--- config.mk ---
export PLATFORM = sky130hd
export DESIGN_NAME = fp_accumulator_bfloat16_flat
export DESIGN_NICKNAME = d
export VERILOG_FILES = /design/src/rtl/fp_accumulator_bfloat16_if.sv /design/src/rtl/fp_accumulator_bfloat16.sv /design/src/flat_wrapper.sv
export SDC_FILE = /design/constraint.sdc
export NUM_CORES = 1
export LEC_CHECK = 0
export ABC_CLOCK_PERIOD_IN_PS = 5100
export CAP_MARGIN = 20
export CELL_PAD_IN_SITES_DETAIL_PLACEMENT = 0
export CELL_PAD_IN_SITES_GLOBAL_PLACEMENT = 1
export CORE_MARGIN = 3
export CORE_UTILIZATION = 50
export CTS_BUF_LIST = sky130_fd_sc_hd__clkbuf_8
export DETAILED_ROUTE_END_ITERATION = 8
export HOLD_SLACK_MARGIN = 0.02
export PLACE_DENSITY = 0.95
export SKIP_CTS_REPAIR_TIMING = 1
export SLEW_MARGIN = 5
export SYNTH_ARGS = -nofsm -noshare
export SYNTH_HDL_FRONTEND = slang
export SYNTH_SLANG_ARGS = --single-unit
--- constraint.sdc ---
create_clock -name clk -period 5.1 [get_ports clk]
set_input_delay 1.02 -clock clk [delete_from_list [all_inputs] [get_ports clk]]
set_output_delay 1.02 -clock clk [all_outputs]
set_load 0.005 [all_outputs]
--- src/rtl/fp_accumulator_bfloat16_if.sv ---
// Element/sum bus of the bfloat16 accumulator.
// The producer drives elements in; the accumulator drives sums out.
interface fp_accumulator_bfloat16_if #(
  parameter int COUNT_WIDTH = 16
) ();
  logic                   value_valid;
  logic                   value_ready;
  logic                   value_last;
  logic [24:0]            fp_value;
  logic                   acc_clear;
  logic                   sum_rdy;
  logic [24:0]            sum;
  logic [COUNT_WIDTH-1:0] sum_count;

  modport master (
    output value_valid, value_last, fp_value, acc_clear,
    input  value_ready, sum_rdy, sum, sum_count
  );

  modport slave (
    input  value_valid, value_last, fp_value, acc_clear,
    output value_ready, sum_rdy, sum, sum_count
  );
endinterface

--- src/rtl/fp_accumulator_bfloat16.sv ---
// Multi-cycle bfloat16 product accumulator.
// Elements are {sign, exp[7:0] bias 127, frac[15:0] with hidden 1}; one
// element is absorbed per IDLE visit through ALIGN/ADD/NORM/ROUND and the
// rounded sum is emitted when the element flagged last completes.
module fp_accumulator_bfloat16 #(
  parameter int COUNT_WIDTH = 16
) (
  input logic                      clk,
  input logic                      rstn,
  fp_accumulator_bfloat16_if.slave bus
);

  typedef enum logic [2:0] {IDLE, ALIGN, ADD, NORM, ROUND} state_t;
  state_t state, state_nxt;

  logic                   ready, xfer;
  logic [24:0]            acc;        // running sum, element format
  logic [COUNT_WIDTH-1:0] count;
  logic [24:0]            opnd;       // latched element
  logic                   last_pend;
  logic [24:0]            sum_reg;
  logic [COUNT_WIDTH-1:0] count_reg;
  logic                   rdy_reg;

  // aligned operands: a carries the larger exponent, b is shifted
  logic                   sign_a, sign_b;
  logic [18:0]            mag_a, mag_b;
  logic signed [9:0]      exp_r;
  logic                   res_sign;
  logic [19:0]            mag_r;

  assign xfer            = bus.value_valid & (state == IDLE);
  assign bus.value_ready = ready;
  assign bus.sum         = sum_reg;
  assign bus.sum_count   = count_reg;
  assign bus.sum_rdy     = rdy_reg;

  // alignment: pick the larger exponent, truncate the other magnitude
  logic [7:0]  acc_e, op_e, big_e, diff;
  logic [18:0] acc_m, op_m, big_m, small_m, shifted;
  logic        big_s, small_s;
  always_comb begin
    acc_e = acc[23:16];
    op_e  = opnd[23:16];
    acc_m = (acc_e == 8'd0) ? 19'd0 : {1'b1, acc[15:0], 2'b00};
    op_m  = (op_e == 8'd0) ? 19'd0 : {1'b1, opnd[15:0], 2'b00};
    if (acc_e >= op_e) begin
      big_e   = acc_e;
      diff    = acc_e - op_e;
      big_m   = acc_m;
      big_s   = acc[24];
      small_m = op_m;
      small_s = opnd[24];
    end else begin
      big_e   = op_e;
      diff    = op_e - acc_e;
      big_m   = op_m;
      big_s   = opnd[24];
      small_m = acc_m;
      small_s = acc[24];
    end
    shifted = (diff >= 8'd19) ? 19'd0 : (small_m >> diff);
  end

  // signed-magnitude add; exact cancellation yields +0
  logic        add_s;
  logic [19:0] add_m;
  always_comb begin
    add_s = sign_a;
    add_m = {1'b0, mag_a} + {1'b0, mag_b};
    if (sign_a != sign_b) begin
      if (mag_a > mag_b) begin
        add_m = {1'b0, mag_a - mag_b};
      end else if (mag_b > mag_a) begin
        add_m = {1'b0, mag_b - mag_a};
        add_s = sign_b;
      end else begin
        add_m = 20'd0;
        add_s = 1'b0;
      end
    end
  end

  // normalisation finishes on zero, carry, underflow or hidden bit in place
  logic norm_done;
  assign norm_done = (mag_r == 20'd0) || mag_r[19] || mag_r[18] || (exp_r <= 10'sd0);

  // round half up on guard bit 1, saturate to infinity, keep infinity sticky
  logic [17:0]       rnd;
  logic signed [9:0] rnd_e;
  logic [15:0]       rnd_f;
  logic [24:0]       rnd_val;
  always_comb begin
    rnd = {1'b0, mag_r[18:2]} + {17'd0, mag_r[1]};
    if (rnd[17]) begin
      rnd_e = exp_r + 10'sd1;
      rnd_f = 16'd0;
    end else begin
      rnd_e = exp_r;
      rnd_f = rnd[15:0];
    end
    if (acc[23:16] == 8'hFF)        rnd_val = acc;
    else if (rnd[17:16] == 2'b00)   rnd_val = 25'd0;
    else if (rnd_e >= 10'sd255)     rnd_val = {res_sign, 8'hFF, 16'h0000};
    else                            rnd_val = {res_sign, rnd_e[7:0], rnd_f};
  end

  // state register
  always_ff @(posedge clk or negedge rstn) begin
    if (!rstn) state <= IDLE;
    else       state <= state_nxt;
  end

  // next-state and handshake
  always_comb begin
    state_nxt = state;
    ready     = 1'b0;
    case (state)
      IDLE: begin
        ready = 1'b1;
        if (xfer) state_nxt = ALIGN;
      end
      ALIGN:   state_nxt = ADD;
      ADD:     state_nxt = NORM;
      NORM:    if (norm_done) state_nxt = ROUND;
      ROUND:   state_nxt = IDLE;
      default: state_nxt = IDLE;
    endcase
  end

  // datapath and result registers
  always_ff @(posedge clk or negedge rstn) begin
    if (!rstn) begin
      acc       <= 25'd0;
      count     <= '0;
      opnd      <= 25'd0;
      last_pend <= 1'b0;
      sum_reg   <= 25'd0;
      count_reg <= '0;
      rdy_reg   <= 1'b0;
      sign_a    <= 1'b0;
      sign_b    <= 1'b0;
      mag_a     <= 19'd0;
      mag_b     <= 19'd0;
      exp_r     <= 10'sd0;
      res_sign  <= 1'b0;
      mag_r     <= 20'd0;
    end else begin
      rdy_reg <= 1'b0;
      case (state)
        IDLE: begin
          if (xfer) begin
            opnd      <= bus.fp_value;
            last_pend <= bus.value_last;
            if (bus.acc_clear) begin
              acc   <= 25'd0;
              count <= COUNT_WIDTH'(1);
            end else begin
              count <= count + COUNT_WIDTH'(1);
            end
          end else if (bus.acc_clear) begin
            acc   <= 25'd0;
            count <= '0;
          end
        end
        ALIGN: begin
          sign_a <= big_s;
          mag_a  <= big_m;
          sign_b <= small_s;
          mag_b  <= shifted;
          exp_r  <= $signed({2'b00, big_e});
        end
        ADD: begin
          res_sign <= add_s;
          mag_r    <= add_m;
        end
        NORM: begin
          if (mag_r == 20'd0) begin
            res_sign <= 1'b0;
          end else if (mag_r[19]) begin
            mag_r <= mag_r >> 1;
            exp_r <= exp_r + 10'sd1;
          end else if (exp_r <= 10'sd0) begin
            mag_r    <= 20'd0;
            res_sign <= 1'b0;
          end else if (!mag_r[18]) begin
            mag_r <= mag_r << 1;
            exp_r <= exp_r - 10'sd1;
          end
        end
        ROUND: begin
          if (last_pend) begin
            sum_reg   <= rnd_val;
            count_reg <= count;
            rdy_reg   <= 1'b1;
            acc       <= 25'd0;
            count     <= '0;
          end else begin
            acc <= rnd_val;
          end
        end
        default: ;
      endcase
    end
  end

endmodule

--- src/flat_wrapper.sv ---
// flat-port wrapper written by rule: the top's interface ports become plain ports
module fp_accumulator_bfloat16_flat 
#(
  parameter int COUNT_WIDTH = 16
)
  (clk, rstn, bus_value_valid, bus_value_last, bus_fp_value, bus_acc_clear, bus_value_ready, bus_sum_rdy, bus_sum, bus_sum_count);
  fp_accumulator_bfloat16_if #(.COUNT_WIDTH(COUNT_WIDTH)) bus_i ();
  input logic clk;
  input logic rstn;
  input wire logic [$bits(bus_i.value_valid)-1:0] bus_value_valid;
  input wire logic [$bits(bus_i.value_last)-1:0] bus_value_last;
  input wire logic [$bits(bus_i.fp_value)-1:0] bus_fp_value;
  input wire logic [$bits(bus_i.acc_clear)-1:0] bus_acc_clear;
  output wire logic [$bits(bus_i.value_ready)-1:0] bus_value_ready;
  output wire logic [$bits(bus_i.sum_rdy)-1:0] bus_sum_rdy;
  output wire logic [$bits(bus_i.sum)-1:0] bus_sum;
  output wire logic [$bits(bus_i.sum_count)-1:0] bus_sum_count;
  assign bus_i.value_valid = bus_value_valid;
  assign bus_i.value_last = bus_value_last;
  assign bus_i.fp_value = bus_fp_value;
  assign bus_i.acc_clear = bus_acc_clear;
  assign bus_value_ready = bus_i.value_ready;
  assign bus_sum_rdy = bus_i.sum_rdy;
  assign bus_sum = bus_i.sum;
  assign bus_sum_count = bus_i.sum_count;
  fp_accumulator_bfloat16 #(.COUNT_WIDTH(COUNT_WIDTH)) u_core (.clk(clk), .rstn(rstn), .bus(bus_i));
endmodule
==> results.sh <==
export IMPL_core_region_area_sq_um=26300
export IMPL_antenna_diode_count=0
export IMPL_area_growth_syn_to_layout_pct=9.64
export IMPL_rsz_0062_raised_after_global_routing="no"
export IMPL_most_common_library_cell_in_the_layout_ignoring_fill_and_taps="nand2_1"
export IMPL_finished_layout_cell_area_sq_um=14800
export IMPL_via_count_of_the_first_global_routing_pass=12400
export IMPL_drt_first_iter_violations=1672
export IMPL_yosys_warnings=0
export IMPL_worstPathMaxFanout=13
export IMPL_status="finished clean"
export IMPL_kind_of_critical_path="register to register"
export IMPL_async_reset_ff_frac=1.00
export IMPL_initial_utilization=0.514
export IMPL_clock_path_buffers=2
export IMPL_fin_crit_sh=0.839
export IMPL_grt_overflow=0
export IMPL_end_kind="register"
export IMPL_worstSkewPairLatency_ns=0.50
export IMPL_fp_rows=59
export IMPL_final_net_count=1785
export IMPL_layout_cells_most_common_list="249 x nand2_1, 181 x dfrtp_1, 127 x nor2_1"
export IMPL_gr_busiest_metal="met2"
export IMPL_timing_slew_headroom=0.162
export IMPL_grt_antenna_before_repair=0
export IMPL_tritoncts_clock_tree="built"
export IMPL_synthesis_instances=1681
export IMPL_synthDominantCellAreaShare=0.335
export IMPL_timing_final_setup_violations=0
export IMPL_synth_enable_flop_cells=0
export IMPL_die_height_um=170
export IMPL_portBuffers=72
export IMPL_globalRouteMet2Util=0.482
export IMPL_global_route_wire_length_before_repair_um=71900
export IMPL_clock_root_buffer="clkbuf_8"
export IMPL_postSynth_topFlopCell="dfrtp_1"
export IMPL_hold_class="register to register"
export IMPL_wp_data_arrival_ns=4.70
export IMPL_dp_final_hpwl_um=34500
export IMPL_cts_htree_levels=4
export IMPL_postRouteAntennaNets=0
export IMPL_place_gp_congestion=1.01
export IMPL_cts_sinks=181
export IMPL_final_max_slew_violation_count=0
export IMPL_cts_inserted_buffers=17
export IMPL_post_synth_main_area_contributors="dfrtp_1 34%, nand2_1 6.9%, ha_1 6.7%, a21oi_1 4.6%, o21ai_0 3.7%"
export IMPL_postSynthRegisterBits=181
export IMPL_worstMarginPinSlew_ns=1.25
export IMPL_synth_net_count=1787
export IMPL_utilization=0.564
export IMPL_detailedRoute_firstPassIterationCount=6
export IMPL_report_final_hold_viol_count=0
export IMPL_average_wire_per_standard_cell_um=22.8
export IMPL_met3_usage=0.0492
export IMPL_io_pins=73
export IMPL_dieArea_sq_um=29000
export IMPL_worstSetupStartpointType="register"
export IMPL_largest_net_degree_at_the_start_of_global_routing=120
export IMPL_timing_hold_ws_ns=0.489
export IMPL_syn_mean_instance_area_sq_um=8.04
export IMPL_synth_distinct_cells=85
export IMPL_cap_viol_max_count=0
export IMPL_remaining_drc_errors=0
export IMPL_grtUsageMet1=0.460
export IMPL_clock_fmax_mhz=234
export IMPL_track_usage=0.314
export IMPL_period_needed_ns=4.28
export IMPL_timing_critical_path_required_ns=5.52
export IMPL_wl_um=46200
export IMPL_clkTransAtPathRegs_ns=0.13
export IMPL_yosysTopAreaCell="dfrtp_1"
export IMPL_combined_area_of_all_synthesized_cells_sq_um=13500
export IMPL_yosysSeqAreaShare=0.335
export IMPL_worst_clk_skew_ns=0.0269
export IMPL_viasPerCell=6.57
export IMPL_totalNegativeSetupSlack_ns=0
export IMPL_cell_area_placed_sq_um=14300
export IMPL_routed_via_count=13300
export IMPL_final_layout_size_suffix_gt1_frac=0.0502
export IMPL_die_width_um=170
[worst max-delay path, stage by stage (launching register included)]
cell	delay, ns
dfrtp_1	0.40
inv_1	0.10
ha_1	0.60
a41oi_1	0.36
a211o_1	0.51
a311o_1	0.37
xor2_1	0.46
nand4_1	0.60
nor2_1	0.57
a311o_1	0.24
[Yosys cell counts (32+ instances only)]
master and n:
clkbuf_1 90, nand3_1 46, ha_1 72, a21oi_1 124
inv_1 91, a221oi_1 35, o21ai_1 34, nand2_1 250
nor2_1 127, o21ai_0 100, mux2i_1 38, dfrtp_1 181
nor3_1 32
[path summary, 6_finish.rpt]
path,slack (ns),cells after the start,from,endpoint
max in group asynchronous,3.31,2,rstn,u_core.mag_a[16]
min in group asynchronous,0.62,1,rstn,u_core.mag_a[14]
min reg2reg,0.49,2,u_core.bus.sum_count[2],u_core.bus.sum_count[2]
max,0.82,9,u_core.opnd[16],u_core.mag_b[7]
max reg2reg,0.82,9,u_core.opnd[16],u_core.mag_b[7]
min,0.49,2,u_core.bus.sum_count[2],u_core.bus.sum_count[2]
[per-layer routing]
layer  share of wire  vias up
li1                -     6055
met1            0.43     6460
met2            0.45      701
met3           0.088      102
met4           0.032        0
met5               0        -
[per-stage QoR]
step | cells | worst slack, ns
floorplan | 1681 | 1.99
global placement | 1993 | 1.13
detailed placement | 1993 | 1.02
CTS | 2025 | 0.969
global route | 2027 | 0.644
finish | 2027 | 0.821
[cell families (layout without fill, tap and decap cells)]
family,after synthesis,count (layout),share of synthesized area
multiplexers,50,50,0.0392
AND/OR/NAND/NOR,587,587,0.200
adder cells (fa/ha/maj),76,76,0.0726
XOR/XNOR,51,51,0.0336
AO/OA/AOI/OAI,531,531,0.260
flip-flops,181,181,0.335
buffers and inverters,205,216,0.0595
[cell type report]
type                       instances  area, sq um
tap                              335          419
clock inverter                    15          223
fill                            2464        11500
timing repair buffer              92          875
sequential                       181         4530
multi-input combinational       1295         8190
clock buffer                      17          234
inverter                          92          345
Power is left out: the tool's default activity adds up to more than one toggle a clock period on the data nets, which glitch-free logic cannot reach.
